## src/rtl/datapath_pkg.sv

```systemverilog
// Shared encodings for the multicycle MIPS datapath.
// Mux selects, mul/div opcodes, ALU ops and the mul/div FSM states.
package datapath_pkg;

  typedef enum logic [1:0] {
    MD_MULT  = 2'd0,
    MD_MULTU = 2'd1,
    MD_DIV   = 2'd2,
    MD_DIVU  = 2'd3
  } md_op_e;

  typedef enum logic [1:0] {
    WD_ALUOUT = 2'd0,
    WD_MDR    = 2'd1,
    WD_HI     = 2'd2,
    WD_LO     = 2'd3
  } wdsel_e;

  typedef enum logic [1:0] {
    PCSRC_ALU    = 2'd0,
    PCSRC_ALUOUT = 2'd1,
    PCSRC_JUMP   = 2'd2,
    PCSRC_A      = 2'd3
  } pcsrc_e;

  typedef enum logic [1:0] {
    SRCA_PC  = 2'd0,
    SRCA_A   = 2'd1,
    SRCA_B   = 2'd2,
    SRCA_ONE = 2'd3
  } srca_e;

  typedef enum logic [1:0] {
    SRCB_B      = 2'd0,
    SRCB_FOUR   = 2'd1,
    SRCB_IMM    = 2'd2,
    SRCB_BRANCH = 2'd3
  } srcb_e;

  typedef enum logic [1:0] {
    MD_IDLE = 2'd0,
    MD_RUN  = 2'd1,
    MD_FIX  = 2'd2
  } md_state_e;

  localparam logic [4:0] ALU_AND  = 5'd0;
  localparam logic [4:0] ALU_OR   = 5'd1;
  localparam logic [4:0] ALU_ADD  = 5'd2;
  localparam logic [4:0] ALU_XOR  = 5'd3;
  localparam logic [4:0] ALU_NOR  = 5'd4;
  localparam logic [4:0] ALU_SUB  = 5'd6;
  localparam logic [4:0] ALU_SLT  = 5'd7;
  localparam logic [4:0] ALU_SLTU = 5'd8;

endpackage

```

## src/rtl/muldiv_iter.sv

```systemverilog
// Iterative multiply/divide unit with HI/LO result registers.
// One bit per cycle on magnitudes; the FIX state applies the signs.
module muldiv_iter
  import datapath_pkg::*;
#(
  parameter int WIDTH = 32
) (
  input  logic             clk,
  input  logic             reset,
  input  logic             start,
  input  logic [1:0]       op,
  input  logic [WIDTH-1:0] a,
  input  logic [WIDTH-1:0] b,
  output logic             busy,
  output logic             done,
  output logic [WIDTH-1:0] hi,
  output logic [WIDTH-1:0] lo
);

  localparam int CW = $clog2(WIDTH);
  localparam logic [CW-1:0] LAST = CW'(WIDTH - 1);

  md_state_e r_state, w_next;

  logic [CW-1:0]    r_cnt;
  logic             r_div, r_negq, r_negr, r_divz, r_done;
  logic [WIDTH-1:0] r_acc, r_q, r_m, r_hi, r_lo;

  logic             w_sgn;
  logic [WIDTH-1:0] w_amag, w_bmag;
  logic [WIDTH:0]   w_add, w_sh;
  logic             w_ge;
  logic [WIDTH-1:0] w_dif;
  logic [2*WIDTH-1:0] w_prod;
  logic [WIDTH-1:0] w_hi_fix, w_lo_fix;

  assign w_sgn  = (op == MD_MULT) || (op == MD_DIV);
  assign w_amag = (w_sgn && a[WIDTH-1]) ? -a : a;
  assign w_bmag = (w_sgn && b[WIDTH-1]) ? -b : b;

  // r_acc is the product high half (mul) or partial remainder (div)
  assign w_add = {1'b0, r_acc} + (r_q[0] ? {1'b0, r_m} : '0);
  assign w_sh  = {r_acc, r_q[WIDTH-1]};
  assign w_ge  = w_sh >= {1'b0, r_m};
  assign w_dif = w_sh[WIDTH-1:0] - r_m;

  assign w_prod = {r_acc, r_q};

  always_comb begin
    w_hi_fix = r_acc;
    w_lo_fix = r_q;
    if (!r_div) begin
      w_hi_fix = r_negq ? (-w_prod) >> WIDTH : w_prod[2*WIDTH-1:WIDTH];
      w_lo_fix = r_negq ? -r_q : r_q;
    end else begin
      w_hi_fix = r_negr ? -r_acc : r_acc;
      w_lo_fix = r_divz ? '1 : (r_negq ? -r_q : r_q);
    end
  end

  always_ff @(posedge clk or negedge reset) begin
    if (!reset) r_state <= MD_IDLE;
    else        r_state <= w_next;
  end

  always_comb begin
    w_next = r_state;
    unique case (r_state)
      MD_IDLE: if (start) w_next = MD_RUN;
      MD_RUN:  if (r_cnt == LAST) w_next = MD_FIX;
      MD_FIX:  w_next = MD_IDLE;
      default: w_next = MD_IDLE;
    endcase
  end

  always_comb begin
    busy = (r_state != MD_IDLE);
    done = r_done;
    hi   = r_hi;
    lo   = r_lo;
  end

  always_ff @(posedge clk or negedge reset) begin
    if (!reset) begin
      r_cnt  <= '0;
      r_div  <= 1'b0;
      r_negq <= 1'b0;
      r_negr <= 1'b0;
      r_divz <= 1'b0;
      r_done <= 1'b0;
      r_acc  <= '0;
      r_q    <= '0;
      r_m    <= '0;
      r_hi   <= '0;
      r_lo   <= '0;
    end else begin
      r_done <= 1'b0;
      unique case (r_state)
        MD_IDLE: if (start) begin
          r_acc  <= '0;
          r_q    <= w_amag;
          r_m    <= w_bmag;
          r_cnt  <= '0;
          r_div  <= op[1];
          r_negq <= w_sgn && (a[WIDTH-1] ^ b[WIDTH-1]);
          r_negr <= w_sgn && a[WIDTH-1];
          r_divz <= (b == '0);
        end
        MD_RUN: begin
          r_cnt <= r_cnt + CW'(1);
          if (r_div) begin
            r_acc <= w_ge ? w_dif : w_sh[WIDTH-1:0];
            r_q   <= {r_q[WIDTH-2:0], w_ge};
          end else begin
            r_acc <= w_add[WIDTH:1];
            r_q   <= {w_add[0], r_q[WIDTH-1:1]};
          end
        end
        MD_FIX: begin
          r_hi   <= w_hi_fix;
          r_lo   <= w_lo_fix;
          r_done <= 1'b1;
        end
        default: ;
      endcase
    end
  end

endmodule

```

## src/rtl/datapath_md.sv

```systemverilog
// Multicycle MIPS datapath: PC, IR, MDR, A/B, ALUOut, register file,
// ALU and an iterative mul/div unit, sequenced by an external controller.
module datapath_md
  import datapath_pkg::*;
#(
  parameter int               WIDTH    = 32,
  parameter int               REGBITS  = 5,
  parameter logic [WIDTH-1:0] RESET_PC = '0
) (
  input  logic             clk,
  input  logic             reset,
  input  logic [31:0]      instr,
  input  logic [WIDTH-1:0] memdata,
  input  logic             irwrite,
  input  logic             pcen,
  input  logic             iord,
  input  logic             regwrite,
  input  logic             regdst,
  input  logic [1:0]       wdsel,
  input  logic             extop,
  input  logic [1:0]       alusrca,
  input  logic [1:0]       alusrcb,
  input  logic [1:0]       pcsource,
  input  logic [4:0]       alucont,
  input  logic             md_start,
  input  logic [1:0]       md_op,
  output logic [WIDTH-1:0] imem_adr,
  output logic [WIDTH-1:0] adr,
  output logic [WIDTH-1:0] writedata,
  output logic             zero,
  output logic             sign,
  output logic             overflow,
  output logic             md_busy,
  output logic             md_done
);

  localparam int NREG = 2 ** REGBITS;
  localparam int M    = WIDTH - 1;

  logic [WIDTH-1:0] r_pc, r_mdr, r_a, r_b, r_aluout;
  logic [31:0]      r_ir;
  logic [WIDTH-1:0] r_rf [NREG];

  logic [REGBITS-1:0] w_ra1, w_ra2, w_wa;
  logic [WIDTH-1:0]   w_rd1, w_rd2, w_wd;
  logic [WIDTH-1:0]   w_zext, w_sext, w_imm, w_brimm, w_jt;
  logic [WIDTH-1:0]   w_srca, w_srcb, w_res, w_pcnext;
  logic [WIDTH-1:0]   w_hi, w_lo;
  logic               w_ovf;
  logic               w_unused_ok;

  // opcode field is decoded by the controller, not here
  assign w_unused_ok = &{1'b0, r_ir[31:26]};

  assign w_ra1 = r_ir[21 +: REGBITS];
  assign w_ra2 = r_ir[16 +: REGBITS];
  assign w_wa  = regdst ? r_ir[11 +: REGBITS] : r_ir[16 +: REGBITS];
  assign w_rd1 = r_rf[w_ra1];
  assign w_rd2 = r_rf[w_ra2];

  generate
    if (WIDTH > 16) begin : g_imm
      assign w_zext = {{(WIDTH-16){1'b0}}, r_ir[15:0]};
      assign w_sext = {{(WIDTH-16){r_ir[15]}}, r_ir[15:0]};
    end else begin : g_imm_narrow
      assign w_zext = r_ir[WIDTH-1:0];
      assign w_sext = r_ir[WIDTH-1:0];
    end
    if (WIDTH > 28) begin : g_jt
      assign w_jt = {r_pc[WIDTH-1:28], r_ir[25:0], 2'b00};
    end else begin : g_jt_narrow
      logic [27:0] w_j28;
      assign w_j28 = {r_ir[25:0], 2'b00};
      assign w_jt  = w_j28[WIDTH-1:0];
    end
  endgenerate

  assign w_imm   = extop ? w_sext : w_zext;
  assign w_brimm = {w_sext[WIDTH-3:0], 2'b00};

  always_comb begin
    w_srca = r_pc;
    unique case (alusrca)
      SRCA_PC:  w_srca = r_pc;
      SRCA_A:   w_srca = r_a;
      SRCA_B:   w_srca = r_b;
      SRCA_ONE: w_srca = WIDTH'(1);
      default:  w_srca = r_pc;
    endcase
  end

  always_comb begin
    w_srcb = r_b;
    unique case (alusrcb)
      SRCB_B:      w_srcb = r_b;
      SRCB_FOUR:   w_srcb = WIDTH'(4);
      SRCB_IMM:    w_srcb = w_imm;
      SRCB_BRANCH: w_srcb = w_brimm;
      default:     w_srcb = r_b;
    endcase
  end

  always_comb begin
    w_res = '0;
    w_ovf = 1'b0;
    case (alucont)
      ALU_AND: w_res = w_srca & w_srcb;
      ALU_OR:  w_res = w_srca | w_srcb;
      ALU_XOR: w_res = w_srca ^ w_srcb;
      ALU_NOR: w_res = ~(w_srca | w_srcb);
      ALU_ADD: begin
        w_res = w_srca + w_srcb;
        w_ovf = (w_srca[M] == w_srcb[M]) && (w_res[M] != w_srca[M]);
      end
      ALU_SUB: begin
        w_res = w_srca - w_srcb;
        w_ovf = (w_srca[M] != w_srcb[M]) && (w_res[M] != w_srca[M]);
      end
      ALU_SLT:  w_res = {{M{1'b0}}, $signed(w_srca) < $signed(w_srcb)};
      ALU_SLTU: w_res = {{M{1'b0}}, w_srca < w_srcb};
      default:  w_res = '0;
    endcase
  end

  assign zero     = (w_res == '0);
  assign sign     = w_res[M];
  assign overflow = w_ovf;

  always_comb begin
    w_pcnext = w_res;
    unique case (pcsource)
      PCSRC_ALU:    w_pcnext = w_res;
      PCSRC_ALUOUT: w_pcnext = r_aluout;
      PCSRC_JUMP:   w_pcnext = w_jt;
      PCSRC_A:      w_pcnext = r_a;
      default:      w_pcnext = w_res;
    endcase
  end

  always_comb begin
    w_wd = r_aluout;
    unique case (wdsel)
      WD_ALUOUT: w_wd = r_aluout;
      WD_MDR:    w_wd = r_mdr;
      WD_HI:     w_wd = w_hi;
      WD_LO:     w_wd = w_lo;
      default:   w_wd = r_aluout;
    endcase
  end

  always_ff @(posedge clk or negedge reset) begin
    if (!reset) begin
      r_pc     <= RESET_PC;
      r_ir     <= '0;
      r_mdr    <= '0;
      r_a      <= '0;
      r_b      <= '0;
      r_aluout <= '0;
    end else begin
      if (irwrite) r_ir <= instr;
      if (pcen)    r_pc <= w_pcnext;
      r_mdr    <= memdata;
      r_a      <= w_rd1;
      r_b      <= w_rd2;
      r_aluout <= w_res;
    end
  end

  // register 0 reads as zero and ignores writes
  always_ff @(posedge clk or negedge reset) begin
    if (!reset) begin
      for (int i = 0; i < NREG; i++) r_rf[i] <= '0;
    end else if (regwrite && (w_wa != '0)) begin
      r_rf[w_wa] <= w_wd;
    end
  end

  muldiv_iter #(.WIDTH(WIDTH)) u_md (
    .clk   (clk),
    .reset (reset),
    .start (md_start),
    .op    (md_op),
    .a     (r_a),
    .b     (r_b),
    .busy  (md_busy),
    .done  (md_done),
    .hi    (w_hi),
    .lo    (w_lo)
  );

  assign imem_adr  = r_pc;
  assign adr       = iord ? r_aluout : r_pc;
  assign writedata = r_b;

endmodule
```

## config.mk

```make
export PLATFORM = sky130hd
export DESIGN_NAME = datapath_md
export DESIGN_NICKNAME = d
export VERILOG_FILES = /design/src/rtl/datapath_pkg.sv /design/src/rtl/muldiv_iter.sv /design/src/rtl/datapath_md.sv
export SDC_FILE = /design/constraint.sdc
export NUM_CORES = 2
export LEC_CHECK = 0
export ABC_CLOCK_PERIOD_IN_PS = 7400
export BUFFER_PORTS_ARGS = -buffer_cell sky130_fd_sc_hd__buf_2
export CAP_MARGIN = 10
export CELL_PAD_IN_SITES_DETAIL_PLACEMENT = 0
export CELL_PAD_IN_SITES_GLOBAL_PLACEMENT = 2
export CORE_MARGIN = 5
export CORE_UTILIZATION = 40
export DETAILED_ROUTE_END_ITERATION = 8
export MAX_ROUTING_LAYER = met4
export PLACE_DENSITY = 0.87
export SLEW_MARGIN = 0
export SYNTH_ARGS = -nofsm -noshare
export SYNTH_HDL_FRONTEND = slang
export SYNTH_SLANG_ARGS = --single-unit
```

## constraint.sdc

```tcl
create_clock -name clk -period 7.4 [get_ports clk]
set_input_delay 1.48 -clock clk [delete_from_list [all_inputs] [get_ports clk]]
set_output_delay 1.48 -clock clk [all_outputs]
set_load 0.01 [all_outputs]
```

=== Word-level counts from Yosys, hierarchy flattened ===
Cells that the tools add are included.

* Order comparisons: 7
* Reductions and logical operators: 24
* Add/subtract/negate cells: 10
* Multiplexer cells: 40
* Bitwise gates (word level): 9
* Equal/unequal tests: 29

{| class="wikitable"
|+ Operators by type and width
! cell !! count
|-
| 1024-bit bitwise mux || 1
|-
| 32-bit two-way mux || 21
|-
| 32-bit one-hot mux with 4 select lines || 4
|-
| 32-bit binary-select mux with 5-bit select || 2
|-
| 32-bit one-hot mux with 8 select lines || 1
|-
| 32-bit demux with 5-bit select || 1
|-
| 32-bit negator || 4
|-
| 32-bit one-hot mux with 2 select lines || 2
|-
| 32-bit logical NOT || 2
|-
| 32-bit < comparator || 2
|-
| 64-bit negator || 1
|-
| 32-bit subtractor || 2
|-
| 32-bit by 33-bit adder with 33-bit output || 1
|-
| 33-bit by 32-bit greater-or-equal comparator with 1-bit output || 1
|-
| 32-bit adder || 1
|-
| 32-bit bitwise AND || 1
|-
| 32-bit NOT || 1
|-
| 32-bit OR || 1
|-
| 32-bit bitwise XOR || 1
|-
| 2-bit == test (second input constant) || 10
|-
| 6-bit greater-or-equal comparator (second input constant) || 3
|-
| 5-bit NOT with 6-bit output || 3
|-
| 5-bit by 3-bit == test with 1-bit output (second input constant) || 3
|-
| 2-bit logical NOT || 6
|-
| 25 further kinds || 44
|}

* Output and inout port bits: 101
* Register bits: 1,382
* Word-level logic and storage cells: 170
* Input bits: 88

=== Longest topological paths before layout ===
* Depth in word-level cells: 7
* Depth in mapped cells: 20

=== Hierarchy ===
A second synthesis with hierarchy kept.

* Cell total of the unflattened synthesis: 7,626
* Area total of the unflattened synthesis: 80,249.5 um^2

{| class="wikitable"
|+ By module, submodules not included
! module !! cells each !! instances !! area each (um^2)
|-
| datapath_md || 5,867 || 1 || 66,296.1
|-
| muldiv_iter || 1,759 || 1 || 13,953.4
|}

=== Worst setup path before layout ===
Ideal clock, no wire load.

* Path type: input port to output port
* From: input alusrca[0]
* To: output zero
* Data required time: 5,920 ps
* Arrival: 5,647 ps
* Path buffers: 2
* Stages: 17
* Path slack: 273 ps
* Cell sequence: clkbuf_1 buf_1 a211oi_1 a21o_1 ha_1 fa_1 or2_4 a2111oi_4 o31ai_1 a21oi_2 o211a_4 a211oi_1 o31ai_1 nor2_1 a211o_1 a221o_1 nor4_1

* Cells in the longest elaborated chain, start to end: 6

{| class="wikitable"
|+ RTL lines
! element !! RTL line !! RTL
|-
| from (decl) || datapath_md.sv:21 || <nowiki>input logic [1:0] alusrca,</nowiki>
|-
| 2-bit == test (tied with other cells) || datapath_md.sv:83 || <nowiki>unique case (alusrca)</nowiki>
|-
| 32-bit one-hot mux with 4 select lines * || datapath_md.sv:83 ||
|-
| parallel branches: the longest is 2 deep, another holds 32-bit subtractor || n/a ||
|-
| 32-bit one-hot mux with 8 select lines * || datapath_md.sv:106 || <nowiki>case (alucont)</nowiki>
|-
| 32-bit logical NOT * || datapath_md.sv:125 || <nowiki>assign zero = (w_res == '0);</nowiki>
|-
| to (decl) || datapath_md.sv:30 || <nowiki>output logic zero,</nowiki>
|}

Every way passes the cells marked *.

=== Final worst setup path ===
* From: input alusrca[0]
* To: output zero

* Cells in the longest elaborated chain, start to end: 6

{| class="wikitable"
|+ RTL lines
! element !! RTL line !! RTL
|-
| 2-bit == test (tied with other cells) || datapath_md.sv:83 ||
|-
| 32-bit one-hot mux with 4 select lines * || datapath_md.sv:83 ||
|-
| parallel branches: the longest is 2 deep, another holds 32-bit subtractor || n/a ||
|-
| 32-bit one-hot mux with 8 select lines * || datapath_md.sv:106 ||
|-
| named net w_res[17] || datapath_md.sv:47 || <nowiki>logic [WIDTH-1:0] w_srca, w_srcb, w_res, w_pcnext;</nowiki>
|-
| 32-bit logical NOT * || datapath_md.sv:125 ||
|}

Mark *: on every way through the listed nets, which the timed path passes.

==> qor.yml <==
min_period_ns: 7.33
holdPathEnd: "r_rf[996]$_DFFE_PN0P_"
critPathKind: "input pin to primary output"
crit_required_ns: 5.92
dr.pass1.iters: 5
period_share_pct: 99.0
yosys.area.top_type: "dfrtp_1"
post_dp_cell_area_um2: 84900
final_area_um2: 90600
slew-limit-headroom_pct: 17.9
gp_congestion: 0.999
io_buffers: 182
numCtsBuffers: 154
rsz0062_at_grt: "true"
synth_area_leaders: "dfrtp_1 (43%), mux4_2 (19%), o21ai_0 (8.2%)"
seq_area_frac_synth_pct: 43.4
grt_pass1_wl_um: 423000
ys_types: 97
drive_gt1_share_pct: 23.7
syn_nets: 7791
maxCapViolCount: 0
critPathLaunchType: "input pin"
ys.warnings.count: 0
r2r_start: "u_md.r_q[0]$_DFFE_PN0P_"
hold_start: "r_rf[996]$_DFFE_PN0P_"
clock_sinks: 1382
finalHoldViolations: 0
grt_max_degree: 178
fin_skew_ns: 0.0475
cts_buffer_depth: 3
grt.overflow.total: 0
synth-seq-cells: 1382
status: "complete, no violations"
h-tree-depth: 4
drt-wirelength-per-cell_um: 27.6
synth_area_um2: 79700
cts-root-buf: "clkbuf_16"
cts_tree: "built"
p_total_w: 0.0360
async_flop_share_pct: 100
regToRegEndpoint: "u_md.r_acc[25]$_DFFE_PN0P_"
ant_nets: 0
r2r_slack_ns: 2.25
tightest_slew_ns: 1.23
fin_nets: 7854
crit_path_end_kind: "primary output"
synth_edf_count: 0
die_x_um: 456
clock_latency_ns: 0.82
power_density_nw_per_um2: 397
finalSetupViolCount: 0
grt_antenna_before_repair: 23
dpl.hpwl_um: 187000
die-area_um2: 208000
p_leak_nw: 39.1
fmax_ghz: 0.136
syn-mean-instance-area_um2: 10.6
track_usage_pct: 27.7
critical_path_arrival_ns: 5.85
start_util_pct: 40.3
drt_iter0_markers: 6711
hold_path_depth: 0
dieHeight_um: 456
vias_per_cell: 6.06
hold_class: "flip-flop to flip-flop"
coreArea_um2: 198000
cts_hold_buf: 0
drc: 0
synth_top_area_share_pct: 43.4
ff2ff_path_depth: 14
ios: 189
path_clk_slew_ns: 0.06
drt-total-wl_um: 286000
synthCells: 7533
grt_pass1_vias: 62200
rows: 163
cp_max_fo: 8
synth_ff_type: "dfrtp_1"
ir_worst_vdd_v: 0.000279
via_count: 62800
syn2layout_area_growth_pct: 13.7
final_max_slew_viol_count: 0
-- kinds of logic after synthesis --
group / synth area share [%]
flops: 43.4
mux: 22.9
buf+inv: 4.12
fa+ha+maj: 2.71
compound gates: 14.6
simple gates: 10.4
xor+xnor: 1.88
-- worst max-delay path, stage by stage --
cell and delay, ns:
clkbuf_4 0.16, buf_12 0.16, mux2i_1 0.12, o21ai_0 0.39, ha_1 0.33, or3_1 0.47
or3_1 0.39, a211oi_4 0.34, buf_4 0.17, o32a_1 0.23, o32a_1 0.16, o21ai_1 0.09
nor2_1 0.21, and4b_2 0.32, nand4_1 0.25, nor4_2 0.37, buf_2 0.19
-- sequential cells by signal, summed over array words and instances (netlist names), 32 cells and up --
register    flops
r_aluout       32
u_md.hi        32
writedata      32
u_md.r_m       32
u_md.r_q       32
u_md.r_acc     32
r_mdr          32
r_a            32
u_md.lo        32
imem_adr       32
r_rf         1024
-- power breakdown --
| group | leakage [nW] | internal [W] | switching (W) |
|---|---|---|---|
| sequential | 17.5 | 0.0103 | 0.00302 |
| combinational | 19.0 | 0.00684 | 0.00774 |
| clock | 2.61 | 0.00470 | 0.00336 |
-- synth_stat cells (24+ instances only) --
cell / instances
a211oi_1: 30
a21o_1: 47
a21oi_1: 207
a31oi_1: 27
buf_1: 75
clkbuf_1: 583
dfrtp_1: 1382
ha_1: 166
inv_1: 177
mux2_2: 179
mux2i_1: 124
mux4_2: 664
nand2_1: 1327
nand2b_1: 33
nand3_1: 83
nand4_1: 32
nor2_1: 263
nor2b_1: 24
nor3_1: 67
nor4_1: 27
o211ai_1: 60
o21a_1: 26
o21ai_0: 1310
o31ai_1: 37
xnor2_1: 80
xor2_1: 91
-- timing repair --
item / in CTS / in global routing
gates resized for setup: 13 / 56
setup endpoints to repair: 1 / 1
pin swaps: 4 / 12
setup buffers: 2 / 2
gates cloned: 0 / 0
-- cells in the final DEF, fill, tap and decap left out, types with 30 or more instances in the layout --
cell / instances
o31ai_1: 33
buf_4: 382
o211ai_1: 60
clkbuf_1: 36
mux2_2: 179
xnor2_1: 80
nand2b_1: 31
xor2_1: 91
nand2_1: 1326
nor3_1: 64
clkbuf_16: 156
nand4_1: 32
o21ai_0: 1264
a21o_1: 46
mux4_2: 664
inv_1: 175
a21oi_1: 202
nand3_1: 77
mux2i_1: 124
buf_2: 178
nor2_1: 261
dfrtp_1: 1373
clkbuf_8: 40
ha_1: 160
o21ai_2: 30
-- how the worst max path moves through the flow --
stage,slack (ns),from,end,depth (start not counted)
final,0.07,alusrca[0],zero,17
after global routing,-0.11,alusrcb[1],zero,20
after CTS,0.003,alusrca[1],zero,20
after detailed placement,-0.24,alusrca[0],zero,18
after global placement,-0.19,alusrca[0],zero,20
after floorplan,0.27,alusrca[0],zero,17
-- through the flow --
stage | hold WS [ns] | setup WS (ns) | utilization [%] | setup TNS (ns) | instances
floorplan | 0.441 | 0.273 | - | 0 | 7533
global placement | 0.376 | -0.194 | 42.9 | -0.194 | 10100
detailed placement | 0.384 | -0.235 | 42.9 | -0.235 | 10100
CTS | 0.397 | 0.00291 | 45.6 | 0 | 10400
global route | 0.408 | -0.114 | 45.8 | -0.114 | 10400
finish | 0.395 | 0.0728 | 45.8 | 0 | 10400
-- cell type report --
| class | instances | area (um2) |
|---|---|---|
| Antenna cell | 4 | 10.0 |
| Clock buffer | 232 | 4590 |
| Clock inverter | 49 | 731 |
| Fill cell | 18500 | 107000 |
| Inverter | 177 | 674 |
| Multi-Input combinational cell | 5291 | 42300 |
| Sequential cell | 1382 | 34600 |
| Tap cell | 2640 | 3300 |
| Timing Repair Buffer | 590 | 4340 |
-- routing by layer --
layer  wire length (um)  up-vias  global-route usage, %
met4              11600        0                   9.89
met2             133000     2589                   42.8
met1             119000    32200                   37.4
met3              21900      526                   4.45
met5                  0        -                      -
li1                   -    27500                      -
Note: power is estimated with default switching activity, not from simulation.
